--- src/rtl/tomasulo_pkg.sv ---
// tomasulo_pkg
//   Shared definitions for the Tomasulo datapath: default bus geometry, the
//   "no producer" tag value and the station-index-to-tag mapping. Used by the
//   CDB arbiter, the register file and the reservation stations so that all
//   of them agree on what a tag means.
//   No ports (package).
package tomasulo_pkg;

  localparam int DEF_NUM_RS = 3;
  localparam int DEF_TAG_W  = 2;
  localparam int DEF_DATA_W = 16;

  // Tag 0 is reserved: a register or operand tagged 0 has no pending producer.
  localparam int unsigned TAG_NONE = 32'd0;

  // Station index i broadcasts tag i+1 so that tag 0 stays free for TAG_NONE.
  function automatic int unsigned tag_of(input int unsigned idx);
    return idx + 32'd1;
  endfunction

endpackage

--- src/rtl/rr_priority_picker.sv ---
// rr_priority_picker
//   Combinational round-robin picker. Selects the first set bit of
//   'eligible' at or above 'pointer', wrapping to the lowest set bit when
//   nothing at or above the pointer is set.
//   Ports:
//     eligible  in   NUM_RS  candidate vector
//     pointer   in   PTR_W   index with highest priority this cycle
//     winner    out  NUM_RS  one-hot winner (all zero when nothing eligible)
//     found     out  1       at least one candidate is eligible
module rr_priority_picker #(
  parameter int NUM_RS = 3,
  parameter int PTR_W  = 2
) (
  input  logic [NUM_RS-1:0] eligible,
  input  logic [PTR_W-1:0]  pointer,
  output logic [NUM_RS-1:0] winner,
  output logic              found
);

  logic [NUM_RS-1:0] upper_s;
  logic [NUM_RS-1:0] pick_s;

  // Candidates at or above the pointer take precedence over wrapped ones.
  always_comb begin
    upper_s = '0;
    for (int i = 0; i < NUM_RS; i++) begin
      upper_s[i] = eligible[i] & (PTR_W'(i) >= pointer);
    end
  end

  // Isolate the lowest set bit of the chosen half (x & -x).
  always_comb begin
    pick_s = (|upper_s) ? upper_s : eligible;
    winner = pick_s & (~pick_s + NUM_RS'(1));
    found  = |eligible;
  end

endmodule

--- src/rtl/cdb_arbiter.sv ---
// cdb_arbiter
//   Round-robin arbiter and driver for the Common Data Bus. Each cycle one
//   requesting station is chosen; one clock later its tag and result are
//   broadcast together with a one-cycle Ack pulse back to that station.
//   Ports:
//     Clock        in   1              posedge clock
//     Reset        in   1              synchronous, active-high
//     Stall        in   1              suppress new grants this cycle
//     Req          in   NUM_RS         station i holds a finished result
//     Data_in      in   NUM_RS*DATA_W  station i at [i*DATA_W +: DATA_W]
//     Ack          out  NUM_RS         one-hot pulse: station's result is on bus
//     CDB_valid    out  1              bus carries a broadcast
//     Qi_CDB       out  TAG_W          broadcasting tag (i+1), 0 when idle
//     CDB          out  DATA_W         broadcast result, 0 when idle
//     Grant_count  out  16             saturating broadcast count since reset
module cdb_arbiter
  import tomasulo_pkg::*;
#(
  parameter int NUM_RS = DEF_NUM_RS,
  parameter int TAG_W  = DEF_TAG_W,
  parameter int DATA_W = DEF_DATA_W
) (
  input  logic                     Clock,
  input  logic                     Reset,
  input  logic                     Stall,
  input  logic [NUM_RS-1:0]        Req,
  input  logic [NUM_RS*DATA_W-1:0] Data_in,
  output logic [NUM_RS-1:0]        Ack,
  output logic                     CDB_valid,
  output logic [TAG_W-1:0]         Qi_CDB,
  output logic [DATA_W-1:0]        CDB,
  output logic [15:0]              Grant_count
);

  localparam int PTR_W = (NUM_RS > 1) ? $clog2(NUM_RS) : 1;

  logic [NUM_RS-1:0] ack_r;
  logic              valid_r;
  logic [TAG_W-1:0]  tag_r;
  logic [DATA_W-1:0] cdb_r;
  logic [15:0]       count_r;
  logic [PTR_W-1:0]  pointer_r;

  logic [NUM_RS-1:0] eligible_s;
  logic [NUM_RS-1:0] winner_s;
  logic              found_s;
  logic              grant_s;
  logic [PTR_W-1:0]  win_idx_s;
  logic [TAG_W-1:0]  win_tag_s;
  logic [DATA_W-1:0] win_data_s;
  logic [PTR_W-1:0]  ptr_next_s;

  // A station's Req is still high during its own Ack cycle, so mask it out
  // to avoid granting the same result twice.
  always_comb begin
    eligible_s = Req & ~ack_r;
    grant_s    = found_s & ~Stall;
  end

  rr_priority_picker #(
    .NUM_RS (NUM_RS),
    .PTR_W  (PTR_W)
  ) u_picker (
    .eligible (eligible_s),
    .pointer  (pointer_r),
    .winner   (winner_s),
    .found    (found_s)
  );

  // One-hot to index/tag/data: AND-OR mux, the one-hot winner selects one lane.
  always_comb begin
    win_idx_s  = '0;
    win_tag_s  = '0;
    win_data_s = '0;
    for (int i = 0; i < NUM_RS; i++) begin
      win_idx_s  = win_idx_s  | ({PTR_W{winner_s[i]}} & PTR_W'(i));
      win_tag_s  = win_tag_s  | ({TAG_W{winner_s[i]}} & TAG_W'(tag_of(i)));
      win_data_s = win_data_s | ({DATA_W{winner_s[i]}} & Data_in[i*DATA_W +: DATA_W]);
    end
  end

  // The station after the winner gets top priority next time.
  always_comb begin
    if (win_idx_s == PTR_W'(NUM_RS - 1)) begin
      ptr_next_s = '0;
    end else begin
      ptr_next_s = win_idx_s + PTR_W'(1);
    end
  end

  // Bus output registers, round-robin pointer and broadcast counter.
  always_ff @(posedge Clock) begin
    if (Reset) begin
      ack_r     <= '0;
      valid_r   <= 1'b0;
      tag_r     <= TAG_W'(TAG_NONE);
      cdb_r     <= '0;
      count_r   <= 16'h0000;
      pointer_r <= '0;
    end else if (grant_s) begin
      ack_r     <= winner_s;
      valid_r   <= 1'b1;
      tag_r     <= win_tag_s;
      cdb_r     <= win_data_s;
      pointer_r <= ptr_next_s;
      if (count_r != 16'hFFFF) begin
        count_r <= count_r + 16'h0001;
      end else begin
        count_r <= count_r;
      end
    end else begin
      // Idle: bus returns to zero, pointer and count hold.
      ack_r     <= '0;
      valid_r   <= 1'b0;
      tag_r     <= TAG_W'(TAG_NONE);
      cdb_r     <= '0;
      count_r   <= count_r;
      pointer_r <= pointer_r;
    end
  end

  assign Ack         = ack_r;
  assign CDB_valid   = valid_r;
  assign Qi_CDB      = tag_r;
  assign CDB         = cdb_r;
  assign Grant_count = count_r;

endmodule

--- config.mk ---
export PLATFORM = sky130hd
export DESIGN_NAME = cdb_arbiter
export DESIGN_NICKNAME = d
export VERILOG_FILES = /design/src/rtl/tomasulo_pkg.sv /design/src/rtl/rr_priority_picker.sv /design/src/rtl/cdb_arbiter.sv
export SDC_FILE = /design/constraint.sdc
export NUM_CORES = 1
export LEC_CHECK = 0
export ABC_CLOCK_PERIOD_IN_PS = 3650
export CAP_MARGIN = 15
export CORE_MARGIN = 8
export CORE_UTILIZATION = 40
export DETAILED_ROUTE_END_ITERATION = 7
export PLACE_DENSITY = 0.81
export SETUP_SLACK_MARGIN = 0.15
export SLEW_MARGIN = 20
export SYNTH_ARGS = -nofsm -noshare
export SYNTH_HDL_FRONTEND = slang
export SYNTH_HIERARCHICAL = 1
export SYNTH_SLANG_ARGS = --single-unit
--- constraint.sdc ---
create_clock -name Clock -period 3.65 [get_ports Clock]
set_input_delay 0.5475 -clock Clock [delete_from_list [all_inputs] [get_ports Clock]]
set_output_delay 0.5475 -clock Clock [all_outputs]
set_load 0.05 [all_outputs]
==> results.toml, run 1 <==
[routing]
vias_per_cell = 5.669
dr_wl_met2_um = 2606
routed_wl_um = 5517
wl_met1_um = 1972
topRoutingLayerUsed = "met4"
met3WireLength_um = 910
wl_per_cell_um = 16.32
vias = 1916
detail-route-antenna-nets = 0
drt_first_iter_violations = 145
drc_errors = 0
dr.pass1.iters = 5

[sta]
final-setup-viol-count = 0
rsz0062_at_grt = "no"
final_max_slew_viol_count = 0
fin_crit_sh_pct = 73.49
finalCriticalPeriod_ns = 2.683
fin_tns_setup_ns = 0
worst_pin_slew_ns = 0.8269
relSlewSlack_pct = 44.87
clock_skew_ns = 0.006203
fmax_mhz = 372.8
hold_viol = 0

[synthesis]
avgSynthCellArea_um2 = 8.904
synth_area_mm2 = 0.001754
synth_seq_cells = 40
yosysSeqAreaShare_pct = 45.65
synth_cell_types = 36
yosys_warnings = 6
synth_cells = 197
synth_nets = 252

[setup_path]
endpoint_kind = "flop"
worstSetupStartpointType = "primary input"
cp.arrival_ns = 2.90
worst-endpoint-required_ns = 3.86
path_class = "primary input to flop"
critical_path_peak_fanout = 9

[grt]
globalRouteTotalUtil_pct = 16.89
grt_max_degree = 22
antenna_found_initial = 0
first_global_vias = 1969
grt_pass1_wl_um = 9018
grt-ovfl-total = 0

[clock_network]
cts_hold_buf = 0
clk_pin_slew_ns = 0.08
cts_buffers = 5
cts_tree = "built"
clk-insertion-delay-late_ns = 0.29
ctsResizeCount = 0
h-tree-depth = 2
cts_root_buf = "clkbuf_8"
clockBufferDepth = 2
cts.sinks = 40
post-cts-setup-buffers = 0

[place]
port_buffers = 91
gp_congestion = 0.8652
place_inst = 330
post-dp-hpwl_um = 4248

[finish]
utilization_pct = 64.80
area_growth_pct = 58.63
final_cell_mix = "clkdlybuf4s50_1, dfxtp_1, nor2_1"
fin_cells = 338
nets = 340
antenna_cells = 0
final_common_cell = "clkdlybuf4s50_1"
drive_gt1_share_pct = 4.196

[pwr]
total_power_w = 0.0009787
p_leak_nw = 0.9845
ir_drop_uv = 239.6
p_per_area_mw_per_mm2 = 351.7

[floorplanning]
initial_utilization_pct = 40.85
die_area_mm2 = 0.006760
num_rows = 24
fp.dieH_um = 82.22
die_w_um = 82.22
pin_count = 92
fp.coreArea_mm2 = 0.004294

[run]
cap_violations = 0

[status]
outcome = "finished clean"

[min_path]
hp-class = "flop to flop"
==> kinds of logic after synthesis <==
kind of cell	count (synthesis)	synth area share (%)
xor+xnor	1	0.4994
mux	2	1.141
simple gates	88	26.89
buf+inv	17	4.066
compound gates	48	21.04
flops	40	45.65
fa+ha+maj	1	0.7132
==> synthesized netlist by cell type <==
library cell	instances	share of area, %
a21oi_1	13	3.7
a221oi_2	1	0.86
a222oi_1	16	9.1
a311oi_1	1	0.50
a31oi_1	3	1.1
and2_1	3	1.1
and2b_1	1	0.43
and3_1	4	1.4
and4b_2	1	0.64
buf_6	1	0.64
clkbuf_1	11	2.4
dfxtp_1	40	46
ha_1	1	0.71
inv_1	5	1.1
mux2i_1	2	1.1
nand2_1	5	1.1
nand2b_1	4	1.4
nand3_1	7	2.0
nand3b_1	2	0.86
nand4_1	5	1.8
nand4b_1	1	0.50
nor2_1	29	6.2
nor2b_1	5	1.8
nor3_1	7	2.0
nor3b_1	1	0.43
nor4_1	3	1.1
o211a_1	2	1.1
o21ai_0	4	1.1
o21bai_1	1	0.43
o31a_1	1	0.50
o31ai_1	6	2.6
or3_1	4	1.4
or3_2	1	0.43
or4_1	4	1.7
or4_4	1	0.64
xor2_1	1	0.50
==> layer usage <==
metal  up-vias  GRT usage [%]
met3         4          11.04
met5         -              0
met4         0          4.211
li1        928              -
met1       873          17.35
met2       111          27.96
==> per-stage QoR <==
stage | setup WS, ns | hold slack (ns) | area [um2]
after floorplan | 1.333 | 0.4890 | 1754
after global placement | 0.7661 | 0.4867 | 2693
after detailed placement | 0.6808 | 0.4968 | 2693
after CTS | 0.9833 | 0.5090 | 2783
after global routing | 0.8257 | 0.5508 | 2783
final | 0.9675 | 0.5065 | 2783
==> flip-flops by register name (all words and copies together) (netlist names) <==
register / cells
Qi_CDB: 2
pointer_r: 2
Grant_count: 16
CDB: 16
Ack: 3
CDB_valid: 1
==> area by class of cell <==
type / count / area (um2)
fillers: 382 / 1511
repair buffers: 93 / 925.9
multi-input cells: 140 / 882.1
flip-flops and latches: 40 / 800.8
clock buffers: 8 / 90.09
well taps: 52 / 65.06
inverters: 5 / 18.77
==> where the power goes <==
| group | internal, W | switching, W |
|---|---|---|
| Combinational | 0.000106 | 0.000114 |
| Sequential | 0.000452 | 0.00000854 |
| Clock | 0.000154 | 0.000144 |
| Total | 0.000712 | 0.000266 |
==> path summary, 6_finish.rpt <==
path	cells past startpoint	from	slack (ns)	end
worst max-delay path	7	Req[1]	0.97	Grant_count[13]$_SDFFE_PP0P_
worst min-delay path	2	Grant_count[15]$_SDFFE_PP0P_	0.51	Grant_count[15]$_SDFFE_PP0P_
worst max register to register	6	Ack[1]$_SDFF_PP0_	1.39	Grant_count[13]$_SDFFE_PP0P_
worst min register to register	2	Grant_count[15]$_SDFFE_PP0P_	0.51	Grant_count[15]$_SDFFE_PP0P_
==> worst max-delay path, stage by stage <==
cell	delay, ns
clkdlybuf4s50_1	0.46
nor2b_1	0.30
or3_1	0.21
nand2b_1	0.20
or4_4	0.61
or4_1	0.43
a21oi_1	0.15
Power figures use the tool's default switching activity.
==> inputs of run 2 (changes only) <==
--- a/config.mk
+++ b/config.mk
@@ -5,12 +5,12 @@
 export SDC_FILE = /design/constraint.sdc
 export NUM_CORES = 1
 export LEC_CHECK = 0
-export ABC_CLOCK_PERIOD_IN_PS = 3650
+export ABC_CLOCK_PERIOD_IN_PS = 2400
 export CAP_MARGIN = 15
 export CORE_MARGIN = 8
-export CORE_UTILIZATION = 40
+export CORE_UTILIZATION = 35
 export DETAILED_ROUTE_END_ITERATION = 7
-export PLACE_DENSITY = 0.81
+export PLACE_DENSITY = 0.75
 export SETUP_SLACK_MARGIN = 0.15
 export SLEW_MARGIN = 20
 export SYNTH_ARGS = -nofsm -noshare
==> constraint.sdc (replaced) <==
create_clock -name Clock -period 2.4 [get_ports Clock]
set_input_delay 0.36 -clock Clock [delete_from_list [all_inputs] [get_ports Clock]]
set_output_delay 0.36 -clock Clock [all_outputs]
set_load 0.05 [all_outputs]
==> run 2 against run 1 <==
Against the previous run: power increased by 62%; via count increased by 0.31%; wire length is 4.1% higher; combinational power increased by 57%.
==> results.toml, run 2 (synthesized netlist as in run 1, its figures left out) <==
[finish]
area_growth_pct = 66.41
nets = 352
fin_cells = 365
final_common_cell = "clkdlybuf4s50_1"
drive_gt1_share_pct = 9.396
antenna_cells = 0
final_cell_mix = "clkdlybuf4s50_1, dfxtp_1, nor2_1"

[place]
gp_congestion = 0.7872
post-dp-hpwl_um = 4452
pre_cts_ws_ns = -0.06196
place_inst = 357
port_buffers = 91

[clock_network]
clockBufferDepth = 2
h-tree-depth = 2
clk_pin_slew_ns = 0.08
cts_buffers = 5
clk-insertion-delay-late_ns = 0.28
cts.sinks = 40
cts_root_buf = "clkbuf_8"
cts_tree = "built"
cts_hold_buf = 0

[floorplanning]
die_area_mm2 = 0.007533
num_rows = 25
pin_count = 92
fp.coreArea_mm2 = 0.004786
fp.dieH_um = 86.80
die_w_um = 86.80
initial_utilization_pct = 36.65

[setup_path]
cp_num_buf_inv = 1
max_stage_delay_ns = 0.54
slowest_stage = "or4_4"
worstSetupStartpointType = "primary input"
cp-startpoint = "Req[0]"
worst-endpoint-required_ns = 2.62
crit_chain = "clkdlybuf4s50_1, nor2b_2, or3_4, nand2b_1, or4_4, or4_1, a21oi_1"
crit_family = "simple AND/OR/NAND/NOR gates"
cp.arrival_ns = 2.32
path_class = "primary input to flop"
endpoint_kind = "flop"
reg2reg_from = "Grant_count[0]$_SDFFE_PP0P_"
critical_path_peak_fanout = 3

[routing]
routed_wl_um = 5745
drc_errors = 0
wl_per_cell_um = 15.74
detail-route-antenna-nets = 0
drt_first_iter_violations = 127
dr.pass1.iters = 4
vias_per_cell = 5.266
vias = 1922

[sta]
hold_viol = 0
layout_setup_ws_ns = 0.3042
hold_slack_ns = 0.5190
fin_tns_setup_ns = 0
fin_crit_sh_pct = 87.33
finalCriticalPeriod_ns = 2.096
final-setup-viol-count = 0
fmax_mhz = 477.1
relSlewSlack_pct = 53.42
final_max_slew_viol_count = 0
worst_pin_slew_ns = 0.6928
rsz0062_at_grt = "no"
clock_skew_ns = 0.003500

[grt]
grt_pass1_wl_um = 9411
first_global_vias = 2037
grt_max_degree = 22
grt-ovfl-total = 0
globalRouteTotalUtil_pct = 15.58
antenna_found_initial = 0

[pwr]
total_power_w = 0.001582
p_leak_nw = 1.054
p_per_area_mw_per_mm2 = 541.9
ir_drop_uv = 277.3

[status]
outcome = "finished clean"

[min_path]
min_from = "Grant_count[15]$_SDFFE_PP0P_"
hp-class = "flop to flop"

[run]
cap_violations = 0
run 2: final cells by class:
class	count	area, um2
well taps	67	83.83
flip-flops and latches	40	800.8
clock buffers	6	72.57
fillers	440	1867
inverters	5	18.77
repair buffers	105	1016
multi-input cells	140	892.1
clock inverters	2	35.03
run 2: worst paths after layout:
path                                                      to  slack [ns]  depth (start not counted)
worst min register to register  Grant_count[15]$_SDFFE_PP0P_        0.52                          2
worst max register to register   Grant_count[8]$_SDFFE_PP0P_        0.37                          5
worst max-delay path            Grant_count[13]$_SDFFE_PP0P_        0.30                          7
worst min-delay path            Grant_count[15]$_SDFFE_PP0P_        0.52                          2
run 2: worst reg2reg max path, cell delays in order, from the launching register on:
cell and delay, ns:
dfxtp_1 0.43, ha_1 0.25, nand3_1 0.25, o31ai_1 0.69
o21ai_0 0.20, a21oi_1 0.14
run 2: power by group:
| part | switching (W) | internal, W |
|---|---|---|
| Sequential | 0.0000134 | 0.000687 |
| Clock | 0.000226 | 0.000309 |
| Combinational | 0.000175 | 0.000172 |
run 2: stage by stage:
| step | util, % | cell area [um2] |
|---|---|---|
| 2_1_floorplan | - | 1757 |
| 3_3_place_gp | 58.59 | 2804 |
| 3_5_place_dp | 58.59 | 2804 |
| 4_1_cts | 60.84 | 2912 |
| 5_1_grt | 60.99 | 2919 |
| 6_report | 60.99 | 2919 |
run 2: repair_timing:
item                                    4_1_cts  5_1_grt
gates resized for setup                       0        2
setup buffers                                 0        0
endpoints found under the setup margin        0        4
run 2: routing by layer:
layer | global-route usage [%] | wire, um | vias up | share of wire (%)
li1 | - | - | 951 | -
met1 | 16.45 | 2330 | 880 | 41
met2 | 24.98 | 2607 | 89 | 45
met3 | 10.40 | 783 | 2 | 14
met4 | 3.756 | 23 | 0 | 0.40
met5 | 0 | 0 | - | 0
==> inputs of run 3 (changes only) <==
--- a/config.mk
+++ b/config.mk
@@ -5,12 +5,12 @@
 export SDC_FILE = /design/constraint.sdc
 export NUM_CORES = 1
 export LEC_CHECK = 0
-export ABC_CLOCK_PERIOD_IN_PS = 2400
+export ABC_CLOCK_PERIOD_IN_PS = 2100
 export CAP_MARGIN = 15
 export CORE_MARGIN = 8
-export CORE_UTILIZATION = 35
+export CORE_UTILIZATION = 39
 export DETAILED_ROUTE_END_ITERATION = 7
-export PLACE_DENSITY = 0.75
+export PLACE_DENSITY = 0.79
 export SETUP_SLACK_MARGIN = 0.15
 export SLEW_MARGIN = 20
 export SYNTH_ARGS = -nofsm -noshare
==> constraint.sdc (replaced) <==
create_clock -name Clock -period 2.1 [get_ports Clock]
set_input_delay 0.315 -clock Clock [delete_from_list [all_inputs] [get_ports Clock]]
set_output_delay 0.315 -clock Clock [all_outputs]
set_load 0.05 [all_outputs]
==> run 3 against run 2 <==
Against the previous run: register-to-register slack lost 0.23 ns; sequential share of layout area fell by 1.1 points; clock power is 8.0% lower; global-route usage increased by 1.4 points.
==> results.toml, run 3 (synthesized netlist as in run 1, its figures left out) <==
[sta]
fmax_mhz = 509.4
layout_setup_ws_ns = 0.1370
worst_pin_slew_ns = 0.5500
finalCriticalPeriod_ns = 1.963
final-setup-viol-count = 0
fin_crit_sh_pct = 93.48
hold_viol = 0
final_max_slew_viol_count = 0
relSlewSlack_pct = 62.99
clock_skew_ns = 0.007971
rsz0062_at_grt = "yes"
hold_slack_ns = 0.5080

[clock_network]
cts_buffers = 5
cts.sinks = 40
h-tree-depth = 2
clockBufferDepth = 2
cts_hold_buf = 0
cts_root_buf = "clkbuf_8"
clk_pin_slew_ns = 0.08
cts_tree = "built"
clk-insertion-delay-late_ns = 0.29

[routing]
dr.pass1.iters = 6
detail-route-antenna-nets = 0
routed_wl_um = 6098
wl_per_cell_um = 16.80
vias = 2039
drt_first_iter_violations = 124
vias_per_cell = 5.617
drc_errors = 0

[finish]
fillers = 327
final_cell_mix = "clkdlybuf4s50_1, dfxtp_1, nor2_1"
final_common_cell = "clkdlybuf4s50_1"
drive_gt1_share_pct = 17.36
nets = 366
antenna_cells = 0
area_growth_pct = 75.53

[floorplanning]
die_area_mm2 = 0.006900
num_rows = 24
initial_utilization_pct = 40.29
fp.coreArea_mm2 = 0.004354
die_w_um = 83.07
fp.dieH_um = 83.07
pin_count = 92

[setup_path]
endpoint_kind = "flop"
worstSetupStartpointType = "flop"
r2r_setup_slack_ns = 0.14
crit_chain = "nor2b_4, or3_4, nand2b_4, or4_4, or4_1, a21oi_1"
slowest_stage = "or4_4"
path_class = "flop to flop"
worst-endpoint-required_ns = 2.32
cp.arrival_ns = 2.18
crit_family = "simple AND/OR/NAND/NOR gates"
critical_path_peak_fanout = 3
max_stage_delay_ns = 0.54
cp_num_buf_inv = 0

[place]
gp_congestion = 0.8250
post-dp-hpwl_um = 4621
pre_cts_ws_ns = -0.2545
port_buffers = 91

[pwr]
ir_drop_uv = 335.7
total_power_w = 0.001727
p_leak_nw = 1.268
p_per_area_mw_per_mm2 = 560.9

[grt]
grt_max_degree = 22
first_global_vias = 2043
globalRouteTotalUtil_pct = 17.00
grt-ovfl-total = 0
antenna_found_initial = 0
grt_pass1_wl_um = 9756

[run]
cap_violations = 0

[min_path]
hp-class = "flop to flop"

[status]
outcome = "finished clean"
run 3: worst register-to-register path, cell delays in order (launching register included):
cell and delay (ns):
dfxtp_2 0.34, nor2b_4 0.13, or3_4 0.16, nand2b_4 0.06, or4_4 0.54, or4_1 0.51, a21oi_1 0.15
run 3: worst paths after layout:
check | start | to | depth (start not counted)
max reg2reg | Ack[0]$_SDFF_PP0_ | Grant_count[13]$_SDFFE_PP0P_ | 6
max | Ack[0]$_SDFF_PP0_ | Grant_count[13]$_SDFFE_PP0P_ | 6
min | Grant_count[1]$_SDFFE_PP0P_ | Grant_count[1]$_SDFFE_PP0P_ | 2
min reg2reg | Grant_count[1]$_SDFFE_PP0P_ | Grant_count[1]$_SDFFE_PP0P_ | 2
run 3: where the power goes:
group / internal (W) / total (W) / switching, W
clock: 0.000226 / 0.000492 / 0.000266
sequential: 0.000786 / 0.000801 / 0.0000155
combinational: 0.000224 / 0.000435 / 0.000210
total: 0.00124 / 0.00173 / 0.000491
run 3: area by class of cell:
class	count	area, um2	share of cell area [%]
clock buffers	5	68.82	2.235
clock inverters	2	11.26	0.3657
inverters	5	18.77	0.6095
multi-input cells	140	938.4	30.48
flip-flops and latches	40	812.0	26.37
well taps	52	65.06	2.113
repair buffers	119	1165	37.83
run 3: what timing repair did:
action	4_1_cts	5_1_grt
pin swaps	3	5
buffers inserted	1	4
gates resized for setup	6	11
setup endpoints to repair	6	11
run 3: routing by layer:
metal	GRT usage, %	vias to the layer above	part of all wire [%]
met1	16.72	941	37
met5	0	-	0
met2	27.16	105	46
met4	5.911	0	1.5
li1	-	985	-
met3	12.40	8	15
run 3: stage by stage:
stage | instances | utilization (%) | TNS (ns) | cell area (um2)
after CTS | 359 | 69.28 | 0 | 3017
after global placement | 351 | 66.67 | -1.906 | 2903
after global routing | 363 | 70.72 | 0 | 3079
final | 363 | 70.72 | 0 | 3079
after floorplan | 197 | - | 0 | 1783
after detailed placement | 351 | 66.67 | -2.005 | 2903
